### config.mk
export PLATFORM = sky130hd
export DESIGN_NAME = elevator_controller_scan
export DESIGN_NICKNAME = d
export VERILOG_FILES = /design/src/rtl/elevator_pkg.sv /design/src/rtl/tick_timer.sv /design/src/rtl/elevator_controller_scan.sv
export SDC_FILE = /design/constraint.sdc
export NUM_CORES = 1
export LEC_CHECK = 0
export CELL_PAD_IN_SITES_DETAIL_PLACEMENT = 0
export CELL_PAD_IN_SITES_GLOBAL_PLACEMENT = 1
export CORE_UTILIZATION = 30
export CTS_BUF_LIST = sky130_fd_sc_hd__clkbuf_4 sky130_fd_sc_hd__clkbuf_8 sky130_fd_sc_hd__clkbuf_16
export CTS_CLUSTER_DIAMETER = 120
export CTS_CLUSTER_SIZE = 16
export DETAILED_ROUTE_END_ITERATION = 8
export HOLD_SLACK_MARGIN = 0.05
export PLACE_DENSITY_LB_ADDON = 0.1
export SETUP_SLACK_MARGIN = 0.1
export SYNTH_ARGS = -nofsm -noshare
export SYNTH_HDL_FRONTEND = slang
export SYNTH_HIERARCHICAL = 1
export SYNTH_SLANG_ARGS = --single-unit
export TNS_END_PERCENT = 50
### constraint.sdc
create_clock -name clk -period 3.8 [get_ports clk]
set_input_delay 0.76 -clock clk [delete_from_list [all_inputs] [get_ports clk]]
set_output_delay 0.76 -clock clk [all_outputs]
set_load 0.05 [all_outputs]
### src/rtl/elevator_pkg.sv
// rtl/elevator_pkg.sv - shared state encoding and direction constants for the elevator controller
package elevator_pkg;

  typedef enum logic [1:0] {
    IDLE      = 2'b00,
    DOOR_OPEN = 2'b01,
    MOVE_UP   = 2'b10,
    MOVE_DOWN = 2'b11
  } state_e;

  localparam logic UP   = 1'b0;
  localparam logic DOWN = 1'b1;

endpackage

### src/rtl/tick_timer.sv
// rtl/tick_timer.sv - TICK_COUNT prescaler with synchronous clear and one-cycle tick
module tick_timer #(
  parameter int TICK_COUNT = 10000000
) (
  input  logic clk,
  input  logic reset,
  input  logic clear,
  output logic tick
);

  localparam int CW = $clog2(TICK_COUNT);

  logic [CW-1:0] cnt_q, cnt_d;

  assign tick = (cnt_q == CW'(TICK_COUNT - 1));

  always_comb begin
    cnt_d = cnt_q + 1'b1;
    if (clear || tick) cnt_d = '0;
  end

  always_ff @(posedge clk or posedge reset) begin
    if (reset) cnt_q <= '0;
    else       cnt_q <= cnt_d;
  end

endmodule

### src/rtl/elevator_controller_scan.sv
// rtl/elevator_controller_scan.sv - SCAN-order elevator car controller with request latch and timed door dwell
module elevator_controller_scan
  import elevator_pkg::*;
#(
  parameter int NUM_FLOORS = 10,
  parameter int FLOOR_W    = 4,
  parameter int TICK_COUNT = 10000000,
  parameter int DOOR_TICKS = 3
) (
  input  logic                  clk,
  input  logic                  reset,
  input  logic                  req_valid,
  input  logic [FLOOR_W-1:0]    req_floor,
  output logic [FLOOR_W-1:0]    current_floor,
  output logic [NUM_FLOORS-1:0] pending,
  output logic                  moving_up,
  output logic                  moving_down,
  output logic                  door_open,
  output logic                  idle
);

  localparam int DW = (DOOR_TICKS > 1) ? $clog2(DOOR_TICKS) : 1;

  state_e                state_q, state_d;
  logic [FLOOR_W-1:0]    floor_q, floor_d;
  logic [NUM_FLOORS-1:0] pending_q, pending_d, set_mask, clr_mask;
  logic                  dir_q, dir_d;
  logic [DW-1:0]         door_q, door_d;
  logic                  open_q, open_d;
  logic                  tick, timer_clear, restart;
  logic                  req_ok, same_req, any_above, any_below;

  tick_timer #(.TICK_COUNT(TICK_COUNT)) u_tick_timer (
    .clk   (clk),
    .reset (reset),
    .clear (timer_clear),
    .tick  (tick)
  );

  always_comb begin
    req_ok   = req_valid && ({1'b0, req_floor} < (FLOOR_W+1)'(NUM_FLOORS));
    same_req = req_ok && (req_floor == floor_q) && (state_q == IDLE || state_q == DOOR_OPEN);
    set_mask = '0;
    if (req_ok && !same_req) set_mask[req_floor] = 1'b1;
  end

  always_comb begin
    any_above = 1'b0;
    any_below = 1'b0;
    for (int i = 0; i < NUM_FLOORS; i++) begin
      if (pending_q[i] && ((FLOOR_W+1)'(i) > {1'b0, floor_q})) any_above = 1'b1;
      if (pending_q[i] && ((FLOOR_W+1)'(i) < {1'b0, floor_q})) any_below = 1'b1;
    end
  end

  always_comb begin
    state_d  = state_q;
    floor_d  = floor_q;
    dir_d    = dir_q;
    clr_mask = '0;
    restart  = 1'b0;
    open_d   = 1'b0;
    case (state_q)
      IDLE: begin
        // A same-floor request in IDLE is remembered for one cycle and opens the door on the next edge.
        open_d = same_req;
        if (open_q) begin
          state_d = DOOR_OPEN;
        end else if (any_above && (dir_q == UP || !any_below)) begin
          state_d = MOVE_UP;
          dir_d   = UP;
        end else if (any_below) begin
          state_d = MOVE_DOWN;
          dir_d   = DOWN;
        end
      end
      MOVE_UP: begin
        if (tick) begin
          if (floor_q == FLOOR_W'(NUM_FLOORS - 1)) begin
            state_d = IDLE;
          end else begin
            floor_d = floor_q + 1'b1;
            if (pending_q[floor_d]) begin
              clr_mask[floor_d] = 1'b1;
              state_d           = DOOR_OPEN;
            end
          end
        end
      end
      MOVE_DOWN: begin
        if (tick) begin
          if (floor_q == '0) begin
            state_d = IDLE;
          end else begin
            floor_d = floor_q - 1'b1;
            if (pending_q[floor_d]) begin
              clr_mask[floor_d] = 1'b1;
              state_d           = DOOR_OPEN;
            end
          end
        end
      end
      DOOR_OPEN: begin
        if (same_req)                                     restart = 1'b1;
        else if (tick && door_q == DW'(DOOR_TICKS - 1))   state_d = IDLE;
      end
      default: state_d = IDLE;
    endcase

    // Arrival clear is applied last so it beats a same-edge set of the same floor.
    pending_d   = (pending_q | set_mask) & ~clr_mask;
    timer_clear = restart || (state_q == IDLE) || (state_d != state_q);
    if (timer_clear)                    door_d = '0;
    else if (state_q == DOOR_OPEN && tick) door_d = door_q + 1'b1;
    else                                door_d = door_q;
  end

  always_ff @(posedge clk or posedge reset) begin
    if (reset) begin
      state_q   <= IDLE;
      floor_q   <= '0;
      pending_q <= '0;
      dir_q     <= UP;
      door_q    <= '0;
      open_q    <= 1'b0;
    end else begin
      state_q   <= state_d;
      floor_q   <= floor_d;
      pending_q <= pending_d;
      dir_q     <= dir_d;
      door_q    <= door_d;
      open_q    <= open_d;
    end
  end

  assign current_floor = floor_q;
  assign pending       = pending_q;
  assign moving_up     = (state_q == MOVE_UP);
  assign moving_down   = (state_q == MOVE_DOWN);
  assign door_open     = (state_q == DOOR_OPEN);
  assign idle          = (state_q == IDLE);

endmodule

## Word level (Yosys, flattened, before mapping)

Index checks and enable logic that the tools add are counted.

| word-level totals | value |
|---|---|
| word-level logic and storage cells | 159 |
| output and inout port bits | 18 |
| memory bits (writable) | 0 |
| memories | 0 |
| latch bits | 0 |
| bits in read-only memories | 0 |
| register bits after elaboration | 44 |

| cells by class | value |
|---|---|
| multiply operators | 0 |
| add/subtract/negate cells | 4 |
| shift-type cells | 0 |
| divide/modulo/power cells | 0 |
| $lt $le $gt $ge | 26 |
| reductions and logical operators | 43 |
| mux-type cells | 62 |
| bitwise logic cells | 5 |
| eq/ne operators | 12 |

Operator list:

| cell | count |
|---|---|
| $mux W10 | 7 |
| $logic_and A1 B1 Y1 | 29 |
| $mux W1 | 29 |
| $mux W2 | 13 |
| $add A24 B1 Y24 const B | 1 |
| $eq A24 B24 Y1 const B | 1 |
| $mux W24 | 1 |
| $pmux W10 S2 | 1 |
| $gt A3 B4 Y1 const A | 4 |
| $lt A3 B4 Y1 const A | 4 |
| $mux W4 | 4 |
| $lt A4 B5 Y1 const B | 3 |
| $demux W1 S4 | 3 |
| $ge A4 B1 Y1 const B | 3 |
| $and A10 B10 Y10 | 1 |
| $not A10 Y10 | 1 |
| $or A10 B10 Y10 | 1 |
| $bmux W1 S4 | 2 |
| $gt A2 B4 Y1 const A | 2 |
| $gt A4 B4 Y1 const A | 2 |
| $lt A1 B4 Y1 const A | 2 |
| $lt A2 B4 Y1 const A | 2 |
| $lt A4 B4 Y1 const A | 2 |
| $pmux W2 S4 | 1 |
| other kinds (21) | 33 |

## Logic depth before layout (Yosys ltp)

Gate-level depths: netlist of the first run.

| logic depth | value |
|---|---|
| depth after elaboration | 22 |
| depth in mapped cells | 14 |

## By module

The synthesis of the first run kept the hierarchy.

By module, submodules not included:

| module | times used | area each (um2) | cells each |
|---|---|---|---|
| elevator_controller_scan | 1 | 1779.2 | 201 |
| tick_timer | 1 | 1228.7 | 131 |

## Worst setup path after synthesis of the first run

Ideal clock, no wire load.

| timing path | value |
|---|---|
| kind | flip-flop to flip-flop |
| start point | register floor_q[0] (netlist: current_floor[0]) |
| end point | register u_tick_timer.cnt_q[10] |
| data required time | 3668 ps |
| cell stages (with the launch flop) | 15 |
| arrival | 3068 ps |
| library setup time | 132 ps |
| setup slack | 600 ps |
| clock period less this slack | 3200 ps |
| path buffers | 3 |
| cell sequence | dfrtp_1 buf_6 inv_1 ha_1 buf_2 xnor2_2 mux2_2 a21oi_1 o311ai_1 nand2_1 a21oi_2 inv_1 o31ai_1 clkbuf_1 nor2_1 |

| between the ends | value |
|---|---|
| cells in the longest elaborated chain, start to end | 22 |

RTL lines:

| item | RTL line | RTL |
|---|---|---|
| start: declaration | elevator_controller_scan.sv:25 | `logic [FLOOR_W-1:0] floor_q, floor_d;` |
| start signal: assignment | elevator_controller_scan.sv:128 | `floor_q <= floor_d;` |
| $lt A1 B4 Y1 | elevator_controller_scan.sv:52 | `if (pending_q[i] && ((FLOOR_W+1)'(i) < {1'b0, floor_q})) any_below = 1'b1;` |
| $logic_and A1 B1 Y1 | elevator_controller_scan.sv:52 |  |
| $mux W1 (10 in a row) | elevator_controller_scan.sv:52 |  |
| $logic_not A1 Y1 | elevator_controller_scan.sv:69 | `end else if (any_above && (dir_q == UP \|\| !any_below)) begin` |
| $logic_or A1 B1 Y1 | elevator_controller_scan.sv:69 |  |
| $logic_and A1 B1 Y1 | elevator_controller_scan.sv:69 |  |
| $mux W2 | elevator_controller_scan.sv:69 |  |
| $mux W2 | elevator_controller_scan.sv:67 | `if (open_q) begin` |
| $pmux W2 S4 | elevator_controller_scan.sv:63 | `case (state_q)` |
| $ne A2 B2 Y1 | elevator_controller_scan.sv:112 | `timer_clear = restart \|\| (state_q == IDLE) \|\| (state_d != state_q);` |
| $logic_or A1 B1 Y1 (*) | elevator_controller_scan.sv:112 |  |
| named net timer_clear | elevator_controller_scan.sv:30 | `logic tick, timer_clear, restart;` |
| $logic_or A1 B1 Y1 (*) | tick_timer.sv:19 | `if (clear \|\| tick) cnt_d = '0;` |
| $mux W24 (*) | tick_timer.sv:19 |  |
| named net u_tick_timer.cnt_d[10] | tick_timer.sv:13 | `logic [CW-1:0] cnt_q, cnt_d;` |
| end signal: assignment | tick_timer.sv:24 | `else cnt_q <= cnt_d;` |
| end: declaration | tick_timer.sv:13 |  |

Mark *: on every way through the listed nets, which the timed path passes. The rest lies on a longest branch. The select of a mux whose other input is x is not followed.
A chain may end at the register's enable or synchronous reset.

## Final worst setup path of the first run

| timing path | value |
|---|---|
| start point | register floor_q[1] (netlist: current_floor[1]) |
| end point | register u_tick_timer.cnt_q[10] |

Same word-level chain as after synthesis.

==> summary.md, run 1 <==
| Metric | Value |
|---|---|
| Capturing element type of the critical path | flop |
| Fill cells | 1040 |
| H-tree levels | 2 |
| Instance count along the most critical hold path | 1 |
| Slowest library cell on the worst path | sky130_fd_sc_hd__ha_1 |
| Diodes inserted | 0 |
| Final standard cell utilization of the core | 36.15% |
| Number of flops mapped to enable cells by yosys | 0 |
| Flop and latch count out of synthesis | 44 |
| Total detailed-routing wirelength | 8178 µm |
| Multiplexer share of the synthesized area | 2.579% |
| Largest family of logic cells by synthesized area | simple AND/OR/NAND/NOR gates |
| Area after detailed placement | 0.003391 mm² |
| Most common cell after layout, fill and taps aside | sky130_fd_sc_hd__dfrtp_1 |
| Starting utilization of the core area | 30.92% |
| Setup repair after global routing missed its margin | false |
| Die outline area | 0.01043 mm² |
| Die height | 102.1 µm |
| Required time of the critical path | 3980 ps |
| CP Depth | 12 |
| Min Clock Period, post-route | 3058 ps |
| Post-synthesis instance total | 332 |
| Post-detailed-route wirelength per cell | 16.69 µm |
| Mean post-synth cell area | 9.060 µm² |
| Row Count | 36 |
| Core ar. | 0.009729 mm² |
| Critical path type | flop to flop |
| Pwr Density | 385.6 mW/mm² |
| Max-slew violation total from the final report | 0 |
| Maximum capacitance violations | 0 |
| Fraction of the mapped netlist area in simple logic gates | 23.04% |
| Highest fanout seen on the critical path | 15 |
| Clock net sink count | 44 |
| Post-synthesis async set-or-reset flop share | 100.0% |
| Total routing resource utilization after global routing | 17.30% |
| Delay-heaviest family, CP | compound AO/OA/AOI/OAI gates |
| Most used flip-flop cell after synthesis | sky130_fd_sc_hd__dfrtp_1 |
| RePlAce Congestion | 0.8318 |
| Share of post-route cells with drive strength above 1 | 10.36% |
| Clock latency reported for the late side of the worst-skew pair | 290 ps |
| Share of the synthesized netlist area taken by xor and xnor gates | 9.859% |
| Yosys cell types | 60 |
| Number of clock buffers inserted by TritonCTS | 5 |
| Net count after synthesis | 348 |
| Wire length of the first global-routing pass | 13760 µm |
| Number of iterations in the first detailed-routing pass | 4 |
| Sequential cell area fraction in the yosys report | 36.61% |
| Commonest non-fill, non-tap cells in the layout | sky130_fd_sc_hd__dfrtp_1 (44), sky130_fd_sc_hd__nor2_1 (38), sky130_fd_sc_hd__clkdlybuf4s50_1 (24), sky130_fd_sc_hd__nand2_1 (23), sky130_fd_sc_hd__a21oi_1 (21) |
| Initial DRC Count | 68 |
| Layout Skew | 5.975 ps |
| Number of cells on the worst reg-to-reg path | 12 |
| Max-slew headroom at the worst pin | 37.20% |
| Clock Path Buffers | 2 |
| Antenna violations before repair | 0 |
| Final setup violating endpoints | 0 |
| Post-CTS resize count | 0 |
| PortBufs | 24 |
| Total buffers and inverters traversed by the critical path | 3 |
| Data arrival at the endpoint of the critical path | 3240 ps |
| Final total negative setup slack | 0 ps |
| Type of the most critical hold path | flop to flop |
| Number of nets in the layout | 372 |
| Ys Warns | 6 |
| Cell leakage power | 1.342 nW |
| Outcome | finished, final reports clean |
| Vias in the first global route | 2633 |
| Largest stage delay, worst path | 530 ps |
| Total grt overflow | 0 |
| Number of nets with antenna violations after routing | 0 |
| Series of cell instances along the critical path | inv_1 -> ha_1 -> xnor2_2 -> mux2_2 -> a21oi_1 -> o311ai_1 -> nand2_1 -> a21oi_2 -> inv_1 -> o31ai_2 -> buf_4 -> nor2_1 |
| Worst Tran Pin Value | 941.0 ps |
| Critical path's most frequent cell | sky130_fd_sc_hd__inv_1 |
| Die extent in x | 102.1 µm |
| Post-synthesis to final-layout area growth | 16.93% |
| Adder and majority gate portion of the synthesized area | 3.744% |
| Largest vdd supply drop | 0.1976 mV |
| Root Buffer Master | sky130_fd_sc_hd__clkbuf_8 |
| Element type at the critical path start | flop |
| TritonCTS clock tree | done |
| Final cell area excluding filler cells | 0.003517 mm² |
| Number of buffers added for setup after CTS | 0 |
| Final Hold Fails | 0 |
| Compound-cell area share of the yosys netlist | 18.93% |
| CTS clk-pin slew, worst paths | 90 ps |
| Hold-fix buffers at CTS | 0 |
| Vias per inst | 5.269 |
| Fin crit share | 80.48% |
| Half-perimeter wire length of the detailed placement result | 6037 µm |
| Total vias in the final route | 2582 |
| Highest achievable clock rate | 327.0 MHz |
| DRC violation count after routing | 0 |
| Top-level port count | 25 |
| Pin count of the biggest net entering global routing | 25 |
| Cell Area, Synth | 0.003008 mm² |
-- sequential cells by signal (all words and copies together), names as in the netlist --
register,cells
u_tick_timer/cnt_q,24
open_q,1
state_q,2
dir_q,1
pending,10
door_q,2
current_floor,4
-- cells in the mapped netlist, types with 2 or more instances --
cell                       number  area [µm²]
sky130_fd_sc_hd__a21oi_1       21       105.1
sky130_fd_sc_hd__a221oi_1      10       87.58
sky130_fd_sc_hd__a31oi_1        4       25.02
sky130_fd_sc_hd__a41oi_1        9       78.83
sky130_fd_sc_hd__and4_1         2       17.52
sky130_fd_sc_hd__buf_1          2       7.510
sky130_fd_sc_hd__buf_2          4       20.02
sky130_fd_sc_hd__buf_6          3       33.78
sky130_fd_sc_hd__clkbuf_1       4       15.01
sky130_fd_sc_hd__dfrtp_1       44        1101
sky130_fd_sc_hd__ha_1           9       112.6
sky130_fd_sc_hd__inv_1         19       71.32
sky130_fd_sc_hd__mux2_2         2       22.52
sky130_fd_sc_hd__mux2i_1        4       40.04
sky130_fd_sc_hd__nand2_1       23       86.33
sky130_fd_sc_hd__nand3_1       14       70.07
sky130_fd_sc_hd__nand4_1        8       50.05
sky130_fd_sc_hd__nor2_1        38       142.6
sky130_fd_sc_hd__nor2b_1        3       18.77
sky130_fd_sc_hd__nor3_1        10       50.05
sky130_fd_sc_hd__nor3_2         2       20.02
sky130_fd_sc_hd__nor4_1         5       31.28
sky130_fd_sc_hd__o21ai_0       16       80.08
sky130_fd_sc_hd__o31ai_1        3       22.52
sky130_fd_sc_hd__or3_1          8       50.05
sky130_fd_sc_hd__or4_1          6       45.04
sky130_fd_sc_hd__xnor2_1       16       140.1
sky130_fd_sc_hd__xor2_1        11       96.34
-- metrics by stage --
step	hold WS, ps	setup slack [ps]	instances	total power [mW]
final	520.4	741.6	490	1.356
after global routing	547.7	446.6	490	1.440
after CTS	525.6	669.6	490	1.379
after detailed placement	512.3	583.6	482	0.9727
after global placement	496.9	640.7	482	0.9782
after floorplan	475.2	600.4	332	0.8575
-- cell type report --
| cell class | count | area, µm² | share of cell area (%) |
|---|---|---|---|
| Clock buffer | 7 | 96.34 | 2.739 |
| Tap cell | 133 | 166.4 | 4.731 |
| Inverter | 20 | 76.32 | 2.170 |
| Clock inverter | 1 | 30.03 | 0.8538 |
| Sequential cell | 44 | 1101 | 31.31 |
| Timing Repair Buffer | 31 | 292.8 | 8.324 |
| Multi-Input combinational cell | 254 | 1754 | 49.88 |
-- report_power, final --
group / internal [mW] / switching, mW
Sequential: 0.534 / 0.107
Combinational: 0.127 / 0.193
Clock: 0.232 / 0.163
-- routing by layer --
layer	GRT usage, %	vias to the layer above	wire length (µm)
met2	30.25	35	4136
met1	21.73	1267	3730
met4	5.495	0	161
li1	-	1266	-
met5	0	-	0
met3	2.804	14	150
-- kinds of logic (layout without fill, tap and decap cells) --
| kind of cell | count (synthesis) | after routing |
|---|---|---|
| flip-flops | 44 | 44 |
| multiplexers | 7 | 7 |
| adder cells (fa/ha/maj) | 9 | 9 |
| buffers and inverters | 34 | 59 |
| AND/OR/NAND/NOR | 128 | 128 |
| XOR/XNOR | 30 | 30 |
| AO/OA/AOI/OAI | 80 | 80 |
-- final timing paths --
check | start | end | slack [ps]
hold reg to reg | u_tick_timer/cnt_q[0] | u_tick_timer/cnt_q[0] | 520
setup reg to reg | current_floor[1] | u_tick_timer/cnt_q[10] | 740
min in group asynchronous | reset | state_q[1] | 970
setup / recovery | current_floor[1] | u_tick_timer/cnt_q[10] | 740
hold / removal | u_tick_timer/cnt_q[0] | u_tick_timer/cnt_q[0] | 520
max in group asynchronous | reset | u_tick_timer/cnt_q[13] | 2220
Note: power is estimated with default switching activity, not from simulation.
==> run 2: changes to the inputs <==
==> constraint.sdc (replaced) <==
create_clock -name clk -period 2.5 [get_ports clk]
set_input_delay 0.5 -clock clk [delete_from_list [all_inputs] [get_ports clk]]
set_output_delay 0.5 -clock clk [all_outputs]
set_load 0.05 [all_outputs]
==> run 2 against run 1 <==
The run now ends with negative setup slack left. First-iteration DRC count up 76%. Global-route usage up 1.4 points. Sequential power up 35%. Critical path type unchanged.
==> summary.md, run 2 (synthesis gave the netlist of run 1 again) <==
| Metric | Value |
|---|---|
| Internal Power | 1.464 mW (+64%) |
| Register share of total power | 39.0% (-8.2 points) |
| Required time of the critical path | 2680 ps (-1300 ps) |
| Placed cell count | 550 (+14%) |
| Pwr Density | 506.8 mW/mm² (+31%) |
| Post-synthesis to final-layout area growth | 45.01% |
| TritonCTS clock tree | done |
| PortBufs | 24 (unchanged) |
| Final total negative setup slack | -853.8 ps (-853.8 ps) |
| Diodes inserted | 0 (unchanged) |
| Highest achievable clock rate | 391.7 MHz (+20%) |
| Core ar. | 0.009729 mm² (unchanged) |
| Vias per inst | 5.035 (-4.4%) |
| Share of post-route cells with drive strength above 1 | 33.87% (+24 points) |
| Total detailed-routing wirelength | 9116 µm (+11%) |
| Combinational group share of total power | 35.9% (+12 points) |
| Number of clock buffers inserted by TritonCTS | 5 (unchanged) |
| Final setup violating endpoints | 22 (+22) |
| Initial DRC Count | 120 (+76%) |
| Net load switching power | 0.7462 mW (+61%) |
| Pin count of the biggest net entering global routing | 25 (unchanged) |
| H-tree levels | 2 (unchanged) |
| Die height | 102.1 µm (unchanged) |
| Row Count | 36 (unchanged) |
| Net Sw Frac | 33.76% (-0.36 points) |
| Min Clock Period, post-route | 2553 ps (-505.3 ps) |
| Max-slew violation total from the final report | 0 (unchanged) |
| Worst Tran Pin Value | 647.5 ps (-293.4 ps) |
| Die outline area | 0.01043 mm² (unchanged) |
| Max-slew headroom at the worst pin | 56.96% (+20 points) |
| Reg-to-reg slack, setup | -50 ps (-790 ps) |
| Capturing element type of the critical path | flop |
| Final standard cell utilization of the core | 44.83% (+8.7 points) |
| Instance count along the most critical hold path | 2 (+1) |
| Root Buffer Master | sky130_fd_sc_hd__clkbuf_8 |
| Clock latency reported for the late side of the worst-skew pair | 290 ps (about the same) |
| Setup repair after global routing missed its margin | true |
| Clock Path Buffers | 2 (unchanged) |
| Most common cell after layout, fill and taps aside | sky130_fd_sc_hd__buf_4 |
| Element type at the critical path start | flop |
| Starting utilization of the core area | 30.92% (unchanged) |
| Number of nets with antenna violations after routing | 0 (unchanged) |
| Critical path type | flop to flop |
| Half-perimeter wire length of the detailed placement result | 6832 µm (+13%) |
| Vias in the first global route | 2764 (+5.0%) |
| Antenna violations before repair | 0 (unchanged) |
| Number of cells in the finished layout apart from fillers | 564 (+15%) |
| Wire length of the first global-routing pass | 14840 µm (+7.8%) |
| Cell leakage power | 1.727 nW (+29%) |
| Total grt overflow | 0 (unchanged) |
| Worst slack, placed | -335.3 ps (-918.9 ps) |
| Total vias in the final route | 2840 (+10%) |
| Data arrival at the endpoint of the critical path | 2730 ps (-510 ps) |
| Final Hold Fails | 0 (unchanged) |
| CTS clk-pin slew, worst paths | 80 ps (about the same) |
| Number of cells on the worst reg-to-reg path | 13 (+1) |
| Hold-fix buffers at CTS | 0 (unchanged) |
| Outcome | complete, but fails checks |
| RePlAce Congestion | 0.8118 (-2.4%) |
| Commonest non-fill, non-tap cells in the layout | sky130_fd_sc_hd__buf_4 (78), sky130_fd_sc_hd__dfrtp_1 (42), sky130_fd_sc_hd__nor2_1 (33), sky130_fd_sc_hd__nand2_1 (23), sky130_fd_sc_hd__clkdlybuf4s50_1 (20) |
| Final worst slack | -53.10 ps (-794.7 ps) |
| Number of iterations in the first detailed-routing pass | 4 (unchanged) |
| Number of nets in the layout | 446 (+20%) |
| Layout Skew | 7.594 ps (+1.620 ps) |
| Largest vdd supply drop | 0.2789 mV (+41%) |
| Clock net sink count | 44 (unchanged) |
| Largest reg by FF count | u_tick_timer/cnt_q |
| Maximum capacitance violations | 0 (unchanged) |
| Top-level port count | 25 (unchanged) |
| Post-detailed-route wirelength per cell | 16.16 µm (-3.2%) |
| Fin crit share | 102.1% (+22 points) |
| DRC violation count after routing | 0 (unchanged) |
| Flip-flop count of the largest register after layout | 24 (unchanged) |
| Highest fanout seen on the critical path | 5 (-10) |
| Proportion of power drawn by the clock network | 25.0% (-4.1 points) |
| Type of the most critical hold path | flop to flop |
| Die extent in x | 102.1 µm (unchanged) |
| Overall power of the completed layout | 2.210 mW (+63%) |
| Total routing resource utilization after global routing | 18.69% (+1.4 points) |
| Violations in the final reports | negative setup slack |
==> run 2: cell count changes in the layout (fill, tap and decap cells not counted), sizes merged <==
| cell | before | now |
|---|---|---|
| dlygate4sd2 | 0 | 1 |
| clkdlybuf4s50 | 24 | 20 |
| buf | 7 | 84 |
| clkbuf | 7 | 6 |
| clkinv | 1 | 2 |
==> run 2: final timing paths <==
| check | endpoint | startpoint |
|---|---|---|
| worst max register to register | u_tick_timer/cnt_q[9] | u_tick_timer/cnt_q[11] |
| max in group asynchronous | u_tick_timer/cnt_q[5] | reset |
| worst min register to register | door_q[1] | door_q[1] |
| min in group asynchronous | door_q[0] | reset |
| worst min-delay path | door_q[1] | door_q[1] |
| worst max-delay path | u_tick_timer/cnt_q[9] | u_tick_timer/cnt_q[11] |
==> run 2: layout make-up <==
class / instances / area [µm²]
Clock buffer: 6 / 76.32
Clock inverter: 2 / 35.03
Fill cell: 981 / 5368
Inverter: 20 / 81.33
Multi-Input combinational cell: 254 / 1967
Sequential cell: 44 / 1106
Tap cell: 133 / 166.4
Timing Repair Buffer: 105 / 929.6
==> run 2: power groups by stage <==
stage / registers (mW) / clock network [mW] / logic [mW]
after floorplan: 1.05 / 0 / 0.261
after global placement: 0.879 / 0 / 0.763
after detailed placement: 0.879 / 0 / 0.768
after CTS: 0.864 / 0.586 / 0.776
after global routing: 0.878 / 0.615 / 0.863
final: 0.863 / 0.553 / 0.794
==> run 2: routing by layer <==
layer  track usage [%]  vias to the layer above  share of wire [%]
met4             2.637                        0               0.34
met3             2.326                        2                3.0
met1             28.98                     1369                 53
li1                  -                     1430                  -
met5                 0                        -                  0
met2             28.08                       39                 44
==> run 2: metrics by stage <==
| step | hold slack, ps | cell area, µm² |
|---|---|---|
| CTS | 534.4 | 4248 |
| global route | 570.9 | 4362 |
| finish | 531.6 | 4362 |
| floorplan | 463.8 | 3134 |
| global placement | 504.9 | 4024 |
| detailed placement | 514.8 | 4024 |
==> run 2: timing repair <==
action	in CTS	in global routing
gates resized for setup	12	19
buffers inserted	2	2
endpoints found under the setup margin	26	35
pin swaps	7	4
cloned	2	0
==> run 2: worst max-delay path, stage by stage (launching register included) <==
cell and delay (ps):
sky130_fd_sc_hd__dfrtp_1 410, sky130_fd_sc_hd__nor4bb_2 320, sky130_fd_sc_hd__nand3_1 180, sky130_fd_sc_hd__nor3_2 200
sky130_fd_sc_hd__buf_4 170, sky130_fd_sc_hd__nand3_4 80, sky130_fd_sc_hd__a21oi_4 140, sky130_fd_sc_hd__a41oi_2 40
sky130_fd_sc_hd__a41o_2 260, sky130_fd_sc_hd__a21oi_2 140, sky130_fd_sc_hd__inv_1 80, sky130_fd_sc_hd__o31ai_4 160
sky130_fd_sc_hd__buf_12 210, sky130_fd_sc_hd__nor2_2 30
==> run 3: changes to the inputs <==
--- a/config.mk
+++ b/config.mk
@@ -5,6 +5,7 @@
 export SDC_FILE = /design/constraint.sdc
 export NUM_CORES = 1
 export LEC_CHECK = 0
+export ABC_AREA = 1
 export CELL_PAD_IN_SITES_DETAIL_PLACEMENT = 0
 export CELL_PAD_IN_SITES_GLOBAL_PLACEMENT = 1
 export CORE_UTILIZATION = 30
==> run 3 against run 2 <==
Highest routed layer unchanged. Core utilization fell by 4.7 points. Synthesized cell count rose by 52%. First-iteration DRC count rose by 28%. Non-clock buffer count fell by 35. Sequential share of layout area barely moved. Cell area barely moved. The flow now finishes without violations. Count of clock-buffer cells in the layout fell by 1. Routed wire length rose by 18%. Global-route usage rose by 1.1 points. Critical path depth rose by 5. Flip-flop and latch count did not move. Combinational power rose by 89%.
==> summary.md, run 3 <==
| Metric | Value |
|---|---|
| Most common cell after layout, fill and taps aside | sky130_fd_sc_hd__nand2_1 |
| Portion of synthesized cell area occupied by the leading cell type | 32.75% (-3.9 points) |
| FF/Latch Area | 0.001106 mm² (unchanged) |
| Total grt overflow | 0 (unchanged) |
| Area contributors post-synth | sky130_fd_sc_hd__dfrtp_1 (33%), sky130_fd_sc_hd__nand2_1 (15%), sky130_fd_sc_hd__nor2_1 (9.4%), sky130_fd_sc_hd__inv_1 (6.6%), sky130_fd_sc_hd__nand3_1 (6.3%) |
| Clock latency reported for the late side of the worst-skew pair | 310 ps (+20 ps) |
| Most frequent cell after synthesis | sky130_fd_sc_hd__nand2_1 |
| CTS clk-pin slew, worst paths | 100 ps (+20 ps) |
| Largest vdd supply drop | 0.2881 mV (+3.3%) |
| Required time of the critical path | 2740 ps (+60 ps) |
| Starting utilization of the core area | 30.88% (-0.038 points) |
| Initial DRC Count | 154 (+28%) |
| Final total negative setup slack | 0 ps (+853.8 ps) |
| Vias in the first global route | 3567 (+29%) |
| Highest fanout seen on the critical path | 6 (+1) |
| Layout Skew | 10.11 ps (+2.513 ps) |
| Number of clock buffers inserted by TritonCTS | 5 (unchanged) |
| Flip-flop count of the largest register after layout | 24 (unchanged) |
| Number of flops mapped to enable cells by yosys | 0 (unchanged) |
| Die extent in x | 107.9 µm (+5.6%) |
| Max-slew violation total from the final report | 0 (unchanged) |
| Critical path type | flop to flop |
| Internal Power | 1.662 mW (+14%) |
| Vias per inst | 4.822 (-4.2%) |
| Antenna violations before repair | 0 (unchanged) |
| Yosys cell types | 36 (-40%) |
| Largest stage delay, worst path | 370 ps (-40 ps) |
| Commonest non-fill, non-tap cells in the layout | sky130_fd_sc_hd__nand2_1 (130), sky130_fd_sc_hd__nor2_1 (64), sky130_fd_sc_hd__inv_1 (53), sky130_fd_sc_hd__buf_4 (44) |
| Cell accounting for the most synthesized area | sky130_fd_sc_hd__dfrtp_1 |
| Total buffers and inverters traversed by the critical path | 4 (+1) |
| Overall power of the completed layout | 2.990 mW (+35%) |
| DRC violation count after routing | 0 (unchanged) |
| Maximum capacitance violations | 0 (unchanged) |
| Net load switching power | 1.328 mW (+78%) |
| Die height | 107.9 µm (+5.6%) |
| Multi-input logic area | 0.002091 mm² (+6.3%) |
| Half-perimeter wire length of the detailed placement result | 8325 µm (+22%) |
| Net Sw Frac | 44.40% (+11 points) |
| Data arrival at the endpoint of the critical path | 2660 ps (-70 ps) |
| Setup repair after global routing missed its margin | true |
| Number of cells on the worst reg-to-reg path | 18 (+5) |
| Min Clock Period, post-route | 2425 ps (-128.1 ps) |
| Cell leakage power | 1.986 nW (+15%) |
| Diodes inserted | 0 (unchanged) |
| Total vias in the final route | 3448 (+21%) |
| Number of iterations in the first detailed-routing pass | 4 (unchanged) |
| Number of nets in the layout | 590 (+32%) |
| PortBufs | 24 (unchanged) |
| Proportion of power drawn by the clock network | 19.3% (-5.7 points) |
| Core ar. | 0.01089 mm² (+12%) |
| Clock net sink count | 44 (unchanged) |
| Outcome | finished, final reports clean |
| CP Depth | 18 (+5) |
| Worst Tran Pin Value | 500.7 ps (-146.8 ps) |
| Capturing element type of the critical path | flop |
| Final standard cell utilization of the core | 40.09% (-4.7 points) |
| Flop and latch count out of synthesis | 44 (unchanged) |
| Register share of total power | 30.6% (-8.4 points) |
| Total routing resource utilization after global routing | 19.75% (+1.1 points) |
| Delay-heaviest family, CP | simple AND/OR/NAND/NOR gates |
| Total detailed-routing wirelength | 10790 µm (+18%) |
| TritonCTS clock tree | done |
| Number of nets with antenna violations after routing | 0 (unchanged) |
| Sequential cell area fraction in the yosys report | 32.75% (-3.9 points) |
| Mean post-synth cell area | 6.657 µm² (-27%) |
| Pin count of the biggest net entering global routing | 25 (unchanged) |
| Cell Area, Synth | 0.003362 mm² (+12%) |
| Fill cells | 1199 (+22%) |
| Type of the most critical hold path | input pin to async pin |
| Largest reg by FF count | u_tick_timer/cnt_q |
| Most used flip-flop cell after synthesis | sky130_fd_sc_hd__dfrtp_1 |
| H-tree levels | 2 (unchanged) |
| WHS | 516.4 ps (-15.19 ps) |
| Post-synthesis instance total | 505 (+52%) |
| RePlAce Congestion | 0.8064 (-0.67%) |
| Highest achievable clock rate | 412.4 MHz (+5.3%) |
| Share of post-route cells with drive strength above 1 | 22.43% (-11 points) |
| Wire length of the first global-routing pass | 17600 µm (+19%) |
| Slowest library cell on the worst path | sky130_fd_sc_hd__dfrtp_1 |
| Combinational group share of total power | 50.1% (+14 points) |
| Final setup violating endpoints | 0 (-100%) |
| Critical path's most frequent cell | sky130_fd_sc_hd__nand3_2 |
| Post-detailed-route wirelength per cell | 15.09 µm (-6.6%) |
| Clock Path Buffers | 2 (unchanged) |
| Series of cell instances along the critical path | ha_2 -> inv_2 -> nor2_4 -> nand2_2 -> nor2_4 -> nand4_1 -> nor2_4 -> inv_2 -> nor3_4 -> nand3_2 -> nand3_2 -> nand3_2 -> nand2_2 -> nand3_2 -> inv_2 -> nand2_4 -> clkbuf_16 -> a21oi_2 |
| Net count after synthesis | 521 (+50%) |
| Element type at the critical path start | flop |
| Post-synthesis to final-layout area growth | 29.85% |
| Root Buffer Master | sky130_fd_sc_hd__clkbuf_8 |
| Post-synthesis async set-or-reset flop share | 100.0% (unchanged) |
| Ys Warns | 6 (unchanged) |
| Max-slew headroom at the worst pin | 66.51% (+9.6 points) |
| Row Count | 38 (+5.6%) |
| Final Hold Fails | 0 (unchanged) |
| Most instantiated cells after synthesis | sky130_fd_sc_hd__nand2_1 (132), sky130_fd_sc_hd__nor2_1 (84), sky130_fd_sc_hd__inv_1 (59), sky130_fd_sc_hd__dfrtp_1 (44), sky130_fd_sc_hd__nand3_1 (42) |
| Pwr Density | 684.9 mW/mm² (+35%) |
| Die outline area | 0.01163 mm² (+12%) |
| Fin crit share | 97.00% (-5.1 points) |
| Top-level port count | 25 (unchanged) |
run 3: cell types whose count changed after synthesis, sizes merged, moves of 6 or more:
cell and delta:
xnor2 -13, or4 -6, a41oi -9, nand2 +119, a221oi -10, a21oi -9
nand3 +33, inv +45, or3 -8, nor2 +58, nor3 +14
run 3: stage by stage:
step / instances / setup slack (ps) / area [µm²]
6_report: 715 / 75.00 / 4365
2_1_floorplan: 505 / 102.2 / 3393
5_1_grt: 715 / -156.3 / 4365
4_1_cts: 705 / 103.9 / 4143
3_3_place_gp: 693 / 14.65 / 3986
3_5_place_dp: 693 / 14.52 / 3986
run 3: repair_timing:
action | 4_1_cts | 5_1_grt
setup endpoints to repair | 25 | 29
hold buffers | 0 | 0
pin swaps | 4 | 9
buffers inserted | 4 | 7
resized for setup | 7 | 37
cloned | 0 | 3
run 3: cells by family (layout without fill, tap and decap cells):
family | after synthesis | count (layout) | share of synthesized area, %
AOI/OAI and AO/OA | 45 | 45 | 7.741
xor gates and xnor gates | 12 | 12 | 3.350
adders and majority gates | 9 | 9 | 3.350
buffers and inverters | 72 | 142 | 9.229
DFF | 44 | 44 | 32.75
and+or+nand+nor | 323 | 323 | 43.58
run 3: per-layer routing:
metal | routed length (µm) | GRT usage [%]
met4 | 216 | 6.849
met1 | 4546 | 23.20
met2 | 5723 | 36.31
met3 | 305 | 2.785
met5 | 0 | 0
run 3: cell type report:
type | count | share of cell area [%]
flip-flops and latches | 44 | 25.34
clock inverters | 3 | 1.060
repair buffers | 70 | 14.56
multi-input cells | 389 | 47.89
inverters | 64 | 5.560
clock buffers | 5 | 1.576
well taps | 140 | 4.013
run 3: power groups by stage:
| stage | clock network [mW] | registers, mW | logic (mW) |
|---|---|---|---|
| after floorplan | 0 | 0.997 | 0.617 |
| final | 0.577 | 0.914 | 1.50 |
| after global placement | 0 | 0.930 | 1.11 |
| after CTS | 0.607 | 0.912 | 1.13 |
| after detailed placement | 0 | 0.929 | 1.12 |
| after global routing | 0.625 | 0.925 | 1.61 |
run 3: final timing paths:
check,from,endpoint,slack (ps)
max,u_tick_timer/cnt_q[0],u_tick_timer/cnt_q[19],80
min,reset,door_q[1],520
max reg2reg,u_tick_timer/cnt_q[0],u_tick_timer/cnt_q[19],80
min reg2reg,dir_q,dir_q,540
max in group asynchronous,reset,pending[5],1460
min in group clk,dir_q,dir_q,540
